File: config.mk
export PLATFORM = sky130hd
export DESIGN_NAME = pi_lock_sequencer
export DESIGN_NICKNAME = d
export VERILOG_FILES = /design/src/rtl/pi_lock_sequencer.sv
export SDC_FILE = /design/constraint.sdc
export NUM_CORES = 1
export LEC_CHECK = 0
export ABC_AREA = 1
export CAP_MARGIN = 0
export CORE_ASPECT_RATIO = 0.9
export CORE_UTILIZATION = 38
export DETAILED_ROUTE_END_ITERATION = 7
export GPL_TIMING_DRIVEN = 0
export REMOVE_ABC_BUFFERS = 1
export SLEW_MARGIN = 40
export SYNTH_ARGS = -nofsm -noshare
export SYNTH_HDL_FRONTEND = slang
export SYNTH_SLANG_ARGS = --single-unit
export TNS_END_PERCENT = 5
File: constraint.sdc
create_clock -name clk_i -period 3.7 [get_ports clk_i]
set_clock_uncertainty 0.05 [all_clocks]
set_input_delay 0.925 -clock clk_i [delete_from_list [all_inputs] [get_ports clk_i]]
set_output_delay 0.925 -clock clk_i [all_outputs]
set_load 0.01 [all_outputs]
File: src/rtl/pi_lock_sequencer.sv
// rtl/pi_lock_sequencer.sv - lock-acquisition sequencer for one PI control loop
module pi_lock_sequencer #(
    parameter logic [15:0]        g_goal         = 16'd32768,
    parameter logic signed [15:0] g_acq_kp       = 16'sd8000,
    parameter logic signed [15:0] g_acq_ki       = 16'sd400,
    parameter logic signed [15:0] g_trk_kp       = 16'sd2000,
    parameter logic signed [15:0] g_trk_ki       = 16'sd50,
    parameter int unsigned        g_lock_window  = 256,
    parameter int unsigned        g_lock_count   = 1024,
    parameter int unsigned        g_unlock_count = 16,
    parameter int unsigned        g_acq_timeout  = 65535
) (
    input  logic        clk_i,
    input  logic        rst_n_i,
    input  logic        enable_i,
    input  logic        d_valid_i,
    input  logic [15:0] d_i,
    output logic        pi_d_valid_o,
    output logic [15:0] pi_d_o,
    output logic [15:0] pi_kp_o,
    output logic [15:0] pi_ki_o,
    output logic        pi_rst_n_o,
    input  logic        pi_valid_i,
    input  logic [15:0] pi_q_i,
    output logic        dac_valid_o,
    output logic [15:0] dac_o,
    output logic        locked_o,
    output logic        lock_lost_o,
    output logic        fault_o,
    output logic [1:0]  state_o
);
    localparam int WIN_W = $clog2(g_lock_count + 1);
    localparam int OUT_W = $clog2(g_unlock_count + 1);
    localparam int ACQ_W = $clog2(g_acq_timeout + 1);

    typedef enum logic [1:0] {
        S_IDLE  = 2'd0,
        S_ACQ   = 2'd1,
        S_TRACK = 2'd2,
        S_FAULT = 2'd3
    } state_t;

    state_t             state_q, state_d;
    logic [WIN_W-1:0]   win_cnt_q, win_cnt_d;
    logic [OUT_W-1:0]   out_cnt_q, out_cnt_d;
    logic [ACQ_W-1:0]   acq_cnt_q, acq_cnt_d;
    logic               pi_d_valid_q, pi_rst_n_q, dac_valid_q;
    logic               locked_q, lock_lost_q, fault_q;
    logic [15:0]        pi_d_q, kp_q, ki_q, dac_q;

    logic [17:0]        err;
    logic [17:0]        abs_err;
    logic               in_win;
    logic               changed;
    logic               running;

    // Error is 18 bits wide so the full unsigned sample range minus the setpoint never overflows.
    assign err     = {2'b00, d_i} - {2'b00, g_goal};
    assign abs_err = err[17] ? (~err + 18'd1) : err;
    assign in_win  = (abs_err <= 18'(g_lock_window));
    assign running = (state_q == S_ACQ) || (state_q == S_TRACK);

    always_comb begin
        state_d   = state_q;
        win_cnt_d = win_cnt_q;
        out_cnt_d = out_cnt_q;
        acq_cnt_d = acq_cnt_q;
        case (state_q)
            S_IDLE: if (enable_i) state_d = S_ACQ;
            S_ACQ: if (d_valid_i) begin
                win_cnt_d = !in_win ? '0 :
                            (&win_cnt_q) ? win_cnt_q : win_cnt_q + WIN_W'(1);
                acq_cnt_d = (&acq_cnt_q) ? acq_cnt_q : acq_cnt_q + ACQ_W'(1);
                if (win_cnt_d == WIN_W'(g_lock_count))
                    state_d = S_TRACK;
                else if (acq_cnt_d == ACQ_W'(g_acq_timeout))
                    state_d = S_FAULT;
            end
            S_TRACK: if (d_valid_i) begin
                out_cnt_d = in_win ? '0 :
                            (&out_cnt_q) ? out_cnt_q : out_cnt_q + OUT_W'(1);
                if (out_cnt_d == OUT_W'(g_unlock_count))
                    state_d = S_ACQ;
            end
            default: ;
        endcase
        if (!enable_i) state_d = S_IDLE;
        changed = (state_d != state_q);
        if (changed) begin
            win_cnt_d = '0;
            out_cnt_d = '0;
            acq_cnt_d = '0;
        end
    end

    always_ff @(posedge clk_i) begin
        if (!rst_n_i) begin
            state_q      <= S_IDLE;
            win_cnt_q    <= '0;
            out_cnt_q    <= '0;
            acq_cnt_q    <= '0;
            pi_d_valid_q <= 1'b0;
            pi_d_q       <= '0;
            kp_q         <= g_acq_kp;
            ki_q         <= g_acq_ki;
            pi_rst_n_q   <= 1'b0;
            dac_valid_q  <= 1'b0;
            dac_q        <= 16'h8000;
            locked_q     <= 1'b0;
            lock_lost_q  <= 1'b0;
            fault_q      <= 1'b0;
        end else begin
            state_q      <= state_d;
            win_cnt_q    <= win_cnt_d;
            out_cnt_q    <= out_cnt_d;
            acq_cnt_q    <= acq_cnt_d;
            pi_d_valid_q <= d_valid_i && running && !changed;
            pi_d_q       <= d_i;
            kp_q         <= (state_d == S_TRACK) ? g_trk_kp : g_acq_kp;
            ki_q         <= (state_d == S_TRACK) ? g_trk_ki : g_acq_ki;
            // One-cycle integrator clear whenever ACQ is freshly entered.
            pi_rst_n_q   <= (state_d == S_TRACK) || (state_d == S_ACQ && !changed);
            locked_q     <= (state_d == S_TRACK);
            fault_q      <= (state_d == S_FAULT);
            lock_lost_q  <= (state_q == S_TRACK) && (state_d == S_ACQ);
            if (changed && (state_d == S_IDLE || state_d == S_FAULT)) begin
                dac_q       <= 16'h8000;
                dac_valid_q <= 1'b1;
            end else if (pi_valid_i && running) begin
                dac_q       <= pi_q_i ^ 16'h8000;
                dac_valid_q <= 1'b1;
            end else begin
                dac_valid_q <= 1'b0;
            end
        end
    end

    assign pi_d_valid_o = pi_d_valid_q;
    assign pi_d_o       = pi_d_q;
    assign pi_kp_o      = kp_q;
    assign pi_ki_o      = ki_q;
    assign pi_rst_n_o   = pi_rst_n_q;
    assign dac_valid_o  = dac_valid_q;
    assign dac_o        = dac_q;
    assign locked_o     = locked_q;
    assign lock_lost_o  = lock_lost_q;
    assign fault_o      = fault_q;
    assign state_o      = state_q;
endmodule

# ---- Word-level counts from Yosys, hierarchy flattened
# Cells that the tools add are included.
dict set report totals {
  output_inout_bits 72
  ff_bits 104
  word_cells 68
}
dict set report classes {
  n_reduce_logical 19
  n_eq_ne 9
  n_mux 17
  n_lt_le_gt_ge 1
  bitwise_logic 3
  n_addsub 5
}
# operator n
set ops {}
lappend ops {{two-way mux 11 bit} 2}
lappend ops {{adder 18 x 1 -> 18 bit, second input constant} 1}
lappend ops {{less-or-equal comparator 18 x 9 -> 1 bit, second input constant} 1}
lappend ops {{two-way mux 18 bit} 1}
lappend ops {{NOT 18 bit} 1}
lappend ops {{subtractor 16 x 16 -> 17 bit, second input constant} 1}
lappend ops {{adder 16 x 1 -> 16 bit, second input constant} 1}
lappend ops {{== test 16 bit, second input constant} 1}
lappend ops {{two-way mux 16 bit} 1}
lappend ops {{AND reduction 16 bit} 1}
lappend ops {{two-way mux 13 bit} 1}
lappend ops {{two-way mux 2 bit} 6}
lappend ops {{adder 11 x 1 -> 11 bit, second input constant} 1}
lappend ops {{== test 11 bit, second input constant} 1}
lappend ops {{AND reduction 11 bit} 1}
lappend ops {{two-way mux 5 bit} 2}
lappend ops {{two-way mux 9 bit} 1}
lappend ops {{== test 2 bit, second input constant} 3}
lappend ops {{logical AND 1 bit} 6}
lappend ops {{case mux 2 bit (3 select lines)} 1}
lappend ops {{adder 5 x 1 -> 5 bit, second input constant} 1}
lappend ops {{== test 5 bit, second input constant} 1}
lappend ops {{AND reduction 5 bit} 1}
lappend ops {{== test 2 x 1 -> 1 bit, second input constant} 2}
lappend ops {{8 further kinds} 15}

# ---- Longest topological paths before layout
# Gate-level depths: netlist (run 1).
dict set report depth {
  word_depth 15
  depth_mapped 26
}

# ---- Least setup slack after synthesis (run 1)
# Ideal clock, no wire load.
dict set report synth_path {
  path_type {input to register}
  from {in d_i[0]}
  to {reg dac_q[10] (netlist: dac_o[10])}
  setup_time_ns 0.064
  path_buffers 1
  t_arrival_ns 3.212
  stages 25
  path_slack_ns 0.373
  cell_sequence {inv_1 > ha_1 > nand2_1 > nor2_2 > nand2_1 > nand2_1 > nand3b_1 > nand2_1 > nand3_1 > nor2_4 > nand2_1 > nor2_1 > nand3_1 > nand2_1 > nand2_1 > nand2_1 > nand2_1 > nand2_1 > nand2_2 > inv_1 > ha_1 > nand2_2 > nand2_2 > buf_4 > nor2_1}
}
dict set report synth_via {
  elab_chain_len 15
}
# element line
set synth_lines {}
lappend synth_lines {{start, declared} 17} ;# input logic [15:0] d_i,
lappend synth_lines {{subtractor 16 x 16 -> 17 bit (*)} 58} ;# assign err = {2'b00, d_i} - {2'b00, g_goal};
lappend synth_lines {{NOT 18 bit} 59} ;# assign abs_err = err[17] ? (~err + 18'd1) : err;
lappend synth_lines {{adder 18 x 1 -> 18 bit} 59}
lappend synth_lines {{two-way mux 18 bit (*)} 59}
lappend synth_lines {{less-or-equal comparator 18 x 9 -> 1 bit (*)} 60} ;# assign in_win = (abs_err <= 18'(g_lock_window));
lappend synth_lines {{two-way mux 11 bit / two-way mux 5 bit (equally long branches)} {71, 80}}
lappend synth_lines {{== test 11 bit / == test 5 bit (equally long branches)} {74, 82}}
lappend synth_lines {{two-way mux 2 bit (on tied branches)} {74, 82}}
lappend synth_lines {{two-way mux 2 bit (on tied branches)} {70, 79}}
lappend synth_lines {{case mux 2 bit (3 select lines) (*)} 68} ;# case (state_q)
lappend synth_lines {{two-way mux 2 bit (*)} 87} ;# if (!enable_i) state_d = S_IDLE;
lappend synth_lines {{net state_d[1]} 43} ;# state_t state_q, state_d;
lappend synth_lines {{== test 2 bit / zero test 2 bit (equally long branches)} 126} ;# if (changed && (state_d == S_IDLE || state_d == S_FAULT)) begin
lappend synth_lines {{logical OR 1 bit} 126}
lappend synth_lines {{logical AND 1 bit (*)} 126}
lappend synth_lines {{OR reduction 2 bit (no line) (*)} -}
lappend synth_lines {{end signal, assigned} 130} ;# dac_q <= pi_q_i ^ 16'h8000;
lappend synth_lines {{end, declared} 49} ;# logic [15:0] pi_d_q, kp_q, ki_q, dac_q;
# Mark *: on every way through the listed nets, which the timed path passes. The rest lies on a longest branch.
# A chain may end at the register's enable or synchronous reset.

# ---- Worst setup path in the final report (run 1)
dict set report layout_path {
  from {in d_i[0]}
  to {reg out_cnt_q[0]}
}
dict set report layout_via {
  elab_chain_len 13
}
# element line
set layout_lines {}
lappend layout_lines {{subtractor 16 x 16 -> 17 bit (*)} 58}
lappend layout_lines {{NOT 18 bit} 59}
lappend layout_lines {{adder 18 x 1 -> 18 bit} 59}
lappend layout_lines {{two-way mux 18 bit (*)} 59}
lappend layout_lines {{less-or-equal comparator 18 x 9 -> 1 bit (*)} 60}
lappend layout_lines {{two-way mux 11 bit / two-way mux 5 bit (equally long branches)} {71, 80}}
lappend layout_lines {{== test 11 bit / == test 5 bit (equally long branches)} {74, 82}}
lappend layout_lines {{two-way mux 2 bit (on tied branches)} {74, 82}}
lappend layout_lines {{two-way mux 2 bit (on tied branches)} {70, 79}}
lappend layout_lines {{case mux 2 bit (3 select lines)} 68}
lappend layout_lines {{two-way mux 2 bit} 87}
lappend layout_lines {{inequality test 2 bit} 88} ;# changed = (state_d != state_q);
lappend layout_lines {{OR reduction 2 bit (no line)} -}
lappend layout_lines {{end signal, assigned} 115} ;# out_cnt_q <= out_cnt_d;
lappend layout_lines {{end, declared} 45} ;# logic [OUT_W-1:0] out_cnt_q, out_cnt_d;
# Every way passes the cells marked *; elsewhere a longest branch is shown, timed or not.

==> results of run 1 <==
==> placed cells by master (no fill, tap or decap), types with 2 or more instances in the layout <==
cell type	netlist	routed
nand2_1	164	156
nor2_1	79	73
dfxtp_1	73	73
clkdlybuf4s50_1	0	69
inv_1	69	65
nand3_1	49	49
conb_1	2	24
a21oi_1	22	19
a21oi_2	16	19
mux2i_1	15	15
nor2_2	6	12
nand2_2	7	12
o21ai_0	12	12
xor2_1	12	12
nand4_1	11	11
dlymetal6s2s_1	0	11
buf_4	32	11
inv_2	7	10
ha_1	11	9
clkbuf_16	0	9
nor3_1	8	8
nand3b_1	7	7
nand2_4	1	6
nor2_4	4	4
xnor2_1	3	3
nand2_8	0	3
clkinv_4	0	3
o21ai_1	2	2
o41ai_1	2	2
nor3_2	2	2
nor4_1	2	2
or2_2	2	2
ha_4	0	2
clkinvlp_4	0	2
dlygate4sd2_1	0	2
==> layer usage <==
metal  global-route usage (%)  vias up  share of wire [%]
li1                         -     2168                  -
met1                     24.5     1903                 47
met2                     31.1      115                 45
met3                     5.54       20                6.2
met4                     7.24        0                2.0
met5                        0        -                  0
==> flip-flops by register name, indices dropped and copies added (netlist names) <==
name	cells
dac_valid_o	1
fault_o	1
state_o	2
out_cnt_q	5
dac_o	16
win_cnt_q	11
pi_d_o	16
pi_rst_n_o	1
pi_kp_o	2
lock_lost_o	1
pi_d_valid_o	1
acq_cnt_q	16
==> synthesized netlist by cell type (all sizes together), types with 3 or more instances <==
| library cell | count |
|---|---|
| nand4 | 11 |
| dfxtp | 73 |
| nand3 | 50 |
| xnor2 | 3 |
| o21ai | 14 |
| inv | 76 |
| nor2 | 89 |
| ha | 11 |
| buf | 37 |
| nand3b | 7 |
| nor3 | 11 |
| mux2i | 15 |
| a21oi | 38 |
| nand2 | 172 |
| xor2 | 12 |
| clkbuf | 9 |
==> what timing repair did <==
action,in CTS,in global routing
buffers inserted,6,6
pin swaps,6,9
setup endpoints to repair,55,51
resized for setup,18,28
gates cloned,5,0
hold endpoints to repair,0,0
==> critical path: stages <==
cell	delay, ps
dlygate4sd2_1	260
inv_2	90
ha_4	150
nand2_1	70
nor2_2	140
buf_4	130
nand4_1	110
nand2_1	100
nand2_1	60
nand3_1	110
nor2_4	70
buf_4	130
o31ai_1	80
nand3_1	190
nand2_1	100
nand2_1	50
nand2_1	70
nand2_1	60
nand2_2	70
nand2_2	90
nand2_2	90
nand2_2	60
nor2_4	100
buf_12	160
nand2_8	110
a21oi_2	130
==> per-stage QoR <==
step	instances	instance area, um2	setup slack [ps]	total power [W]
2_1_floorplan	616	4150	296	0.000931
3_3_place_gp	852	5180	-725	0.00103
3_5_place_dp	852	5180	-820	0.00104
4_1_cts	879	5650	38.2	0.00189
5_1_grt	885	5770	-5.08	0.00197
6_report	885	5770	197	0.00187
==> report_power, final <==
group	switching (W)	internal, W
clock	0.000340	0.000475
combinational	0.000142	0.000107
sequential	0.00000718	0.000803
total	0.000490	0.00139
==> worst max-delay path by stage <==
stage / cells past startpoint / from / to / slack, ps
after CTS: 25 / d_i[5] / acq_cnt_q[11] / 40
after floorplan: 24 / d_i[0] / out_cnt_q[3] / 300
final: 26 / d_i[0] / out_cnt_q[0] / 200
after global routing: 25 / d_i[0] / acq_cnt_q[13] / -5
after detailed placement: 25 / d_i[0] / win_cnt_q[2] / -820
after global placement: 25 / d_i[0] / win_cnt_q[2] / -730
==> final cells by class <==
class                   count  area (um2)  share of cell area (%)
clock buffers              11         243                    4.21
clock inverters             5        41.3                   0.716
inverters                  76         288                    4.99
multi-input cells         472        2570                    44.6
flip-flops and latches     73        1460                    25.3
well taps                 152         190                    3.30
repair buffers             96         970                    16.8
==> cell families after synthesis <==
family | Yosys count | synth area share [%]
and+or+nand+nor | 345 | 35.0
AOI/OAI and AO/OA | 57 | 8.18
muxes | 15 | 3.42
DFF | 73 | 33.3
adders and majority gates | 11 | 3.13
other | 2 | 0.171
buffers and inverters | 122 | 13.9
xor gates and xnor gates | 15 | 2.99
==> flow_summary.toml, run 1 <==
[sta]
max_freq_ghz = 0.285
whs_ps = 429
hold_viol_final = 0
max_slew_margin_pct = 64.7
min_period_over_period_pct = 94.7
worst_pin_slew_ps = 529
finalSetupViolCount = 0
finalMaxSlewViolations = 0
tns_ps = 0
final.min_clock_period_ps = 3500
rsz0062_at_grt = "true"

[floorplanning]
io-pin-count = 109
die_w_um = 115
core_area_um2 = 11000
die_h_um = 104
num_rows = 36
fp.dieArea_um2 = 12000
start_util_pct = 39.8

[cells_and_area]
layout-drive-gt1-share_pct = 14.1
nets = 776
fillers = 1102
syn_to_final_growth_pct = 31.3
fin_util_pct = 52.2
n_antenna_cell = 0

[route]
route.detailed.drc = 0
antenna_left = 0
drt-pass1-iter-count = 4
drt-wirelength-per-cell_um = 12.8
drt_iter0_drc = 247
wirelength_mm = 11.3
vias = 4206
viasPerCell = 4.75

[synthesis]
syn_inst = 640
synthTopCellsByArea = "dfxtp_1 33%, nand2_1 14%, nor2_1 6.8%"
synth_top_area_cell = "dfxtp_1"
async_reset_ff_share_pct = 0
synth_enable_flop_cells = 0
synth_area_per_cell_um2 = 6.86
netlist.area_leader.share_pct = 33.3
synth_flop_cell = "dfxtp_1"
synth_cell_types = 36
synthesis.area_um2 = 4390
yosys_warnings = 0
seq_area_frac_synth_pct = 33.3
synth_seq_cells = 73

[power]
powerDensity_nw_per_um2 = 325
power.leakage_nw = 2.60
vdd_drop_max_uv = 193

[placed_design]
place.gp.congestion = 0.876
dp_hpwl_mm = 7.69
portBuffers = 84

[worst_hold_path]
worstHoldEndpoint = "dac_o[15]"
hold_depth = 2
hold_path.startpoint = "dac_o[15]"
hp-class = "flip-flop to flip-flop"

[global_route]
grt_pass1_vias = 3925
overflow = 0
grt_max_degree = 33
antenna_found_initial = 0
grt_pass1_wl_mm = 18.4
grtUsageTotal_pct = 19.4

[cts]
path_clk_slew_ps = 60
hold_buffers = 0
clockRootBuffer = "clkbuf_16"
tritoncts_num_sinks = 73
clk_latency_ps = 340
cts_tree = "built"
clock_path_buffers = 2
h-tree-depth = 3
numCtsBuffers = 9

[worst_setup_path]
cp.required_ps = 3920
r2r_cells = 20
reg2reg_to = "out_cnt_q[0]"
crit_fanout = 8
setup.worst_path.start_class = "input port"
path_class = "input port to flip-flop"
rr_startpoint = "win_cnt_q[0]"
cp-end-kind = "flip-flop"
critPathArrivalTime_ps = 3720
reg2reg_slack_ps = 580

[flow_run]
cap_violations = 0

[outcome]
status = "finished clean"
Power figures use the tool's default switching activity.
==> inputs of run 2 (changes only) <==
CAP_MARGIN = unset   (was 0)
==> results of run 2 <==
No change in the layout: final DEF, timing and power equal those of run 1.
==> edit (settings of run 2) <==
Remove the register `ki_q`: a continuous assignment takes its place, so the output `pi_ki_o` follows one clock earlier.
--- a/src/rtl/pi_lock_sequencer.sv
+++ b/src/rtl/pi_lock_sequencer.sv
@@ -103,5 +103,4 @@
             pi_d_q       <= '0;
             kp_q         <= g_acq_kp;
-            ki_q         <= g_acq_ki;
             pi_rst_n_q   <= 1'b0;
             dac_valid_q  <= 1'b0;
@@ -118,5 +117,4 @@
             pi_d_q       <= d_i;
             kp_q         <= (state_d == S_TRACK) ? g_trk_kp : g_acq_kp;
-            ki_q         <= (state_d == S_TRACK) ? g_trk_ki : g_acq_ki;
             // One-cycle integrator clear whenever ACQ is freshly entered.
             pi_rst_n_q   <= (state_d == S_TRACK) || (state_d == S_ACQ && !changed);
@@ -136,4 +134,6 @@
     end
 
+    assign ki_q = (state_d == S_TRACK) ? g_trk_ki : g_acq_ki;
+
     assign pi_d_valid_o = pi_d_valid_q;
     assign pi_d_o       = pi_d_q;
Behaviour: same outputs for any inputs over 10 cycles, from zero or initial values and one cycle with rst_n_i low; that may be too few to reach the edited logic, so the function may still have changed.
==> edit against run 2 <==
  * The run now ends with negative setup slack left
  * Maximum frequency shrank 15%
  * Design area grew 4.1%
  * Setup slack lost 0.61 ns
  * Critical path depth shrank 5
  * Area after synthesis grew 4.0%
  * Power is essentially flat
  * Sequential cell count is the same
  * Via count grew 1.2%
  * First-iteration DRC count shrank 28%
  * Wire length shrank 5.7%
  * Highest routed layer unchanged
==> edit: results (changes against run 2) <==
[run_status]
status=finished, violations left  ; was complete, no violations
violations=negative setup slack

[logic_synthesis]
synthXorXnorAreaFrac=0.0307  ; was 0.0299
synthTopCellsByArea=dfxtp_1 32%, nand2_1 12%, inv_1 7.3%  ; was dfxtp_1 33%, nand2_1 14%, nor2_1 6.8%
yosys-top-cells-count=152 x nand2_1, 89 x inv_1, 73 x dfxtp_1, 66 x nor2_1, 39 x nand3_1  ; was 164 x nand2_1, 79 x nor2_1, 73 x dfxtp_1, 69 x inv_1, 49 x nand3_1
yosys.area_share.adder=0.0301  ; was 0.0313
synth.distinct_cells=41  ; was 36
synth-compound-area-share=0.0759  ; was 0.0818
yosysSeqAreaShare=0.320  ; was 0.333

[clock_tree]
clk_pin_slew_ns=0.06  ; about the same
cts_resized=118  ; was 18
clk_latency_ns=0.34  ; about the same

[worst_setup_path]
critPathMaxFanout=4  ; was 8
arrival_ns=3.14  ; was 3.72 ns

[placement]
place.gp.congestion=0.829  ; was 0.876
placed_area_um2=5370  ; was 5180 um^2

[grt]
grt_max_degree=36  ; was 33
grt_pass1_vias=4020  ; was 3925
grtUsageTotal=0.176  ; was 0.194
grt_pass1_wl_um=17900  ; was 18400 um

[cells_and_area]
drive_above_1_share=0.199  ; was 0.141
final_nets=806  ; was 776

[power]
ir_drop_mv=0.276  ; was 0.193 mV
switching_share=0.271  ; was 0.261
power_leakage_uw=0.00270  ; was 0.00260 uW
clock_power_uw=802  ; was 815 uW
pwr.group.combinational_uw=260  ; was 249 uW
switchingPower_uw=508  ; was 490 uW

[detailed_routing]
drt-initial-drc-count=177  ; was 247
wl_met1_um=4830  ; was 5290 um
route.met2.wl_um=5110  ; was 5090 um
vias=4257  ; was 4206

[sta]
finalSetupTns_ns=-1.62  ; was 0 ns
tightest_slew_ns=0.520  ; was 0.529 ns
finalSetupViolations=4  ; was 0
worst_slack_ns=-0.411  ; was 0.197 ns

-- edit: cell count changes in the layout (fill, tap and decap cells not counted), sizes merged, moves of 6 or more --
cell	run 2	this run
buf	13	37
nor2	89	115
dlymetal6s2s	11	0
clkdlybuf4s50	69	63
a21oi	38	25
nand2	177	159
o21ai	14	21
inv	76	93
nand3	50	41
-- edit: critical path, cell delays in order --
cell	delay, ns
buf_8	0.11
inv_6	0.06
ha_4	0.16
nand2_4	0.08
o21ai_4	0.16
nand2_1	0.07
nand2_1	0.07
nand2_1	0.06
nor2_2	0.11
nand3_2	0.10
nor2_4	0.16
buf_4	0.14
inv_1	0.04
nand2_1	0.08
nand2_1	0.06
a211oi_1	0.19
nand2_1	0.11
nand2_2	0.11
ha_4	0.18
inv_4	0.04
buf_6	0.11
-- edit: cell type report --
class,instances,area (um^2)
fill,1185,5570
multi-input combinational,473,2710
sequential,73,1460
timing repair buffer,105,983
inverter,95,377
clock buffer,9,225
tap,156,195
clock inverter,6,46.3
timing repair inverter,1,7.51
-- edit: worst paths after layout --
kind	startpoint	to	slack, ns	cells past startpoint
hold / removal	dac_o[15]	dac_o[15]	0.46	2
hold reg to reg	dac_o[15]	dac_o[15]	0.46	2
setup reg to reg	acq_cnt_q[0]	win_cnt_q[10]	0.36	23
setup / recovery	d_i[0]	pi_ki_o[7]	-0.41	21
-- edit: stage by stage --
stage | hold slack (ns) | cells
after floorplan | 0.470 | 641
after global placement | 0.420 | 881
after detailed placement | 0.436 | 881
after CTS | 0.463 | 915
after global routing | 0.498 | 918
final | 0.457 | 918
-- edit: routing by layer --
| metal | up-vias | GRT usage |
|---|---|---|
| met5 | - | 0 |
| met4 | 0 | 0.0504 |
| met3 | 4 | 0.0687 |
| met2 | 96 | 0.301 |
| met1 | 1933 | 0.205 |
| li1 | 2224 | - |
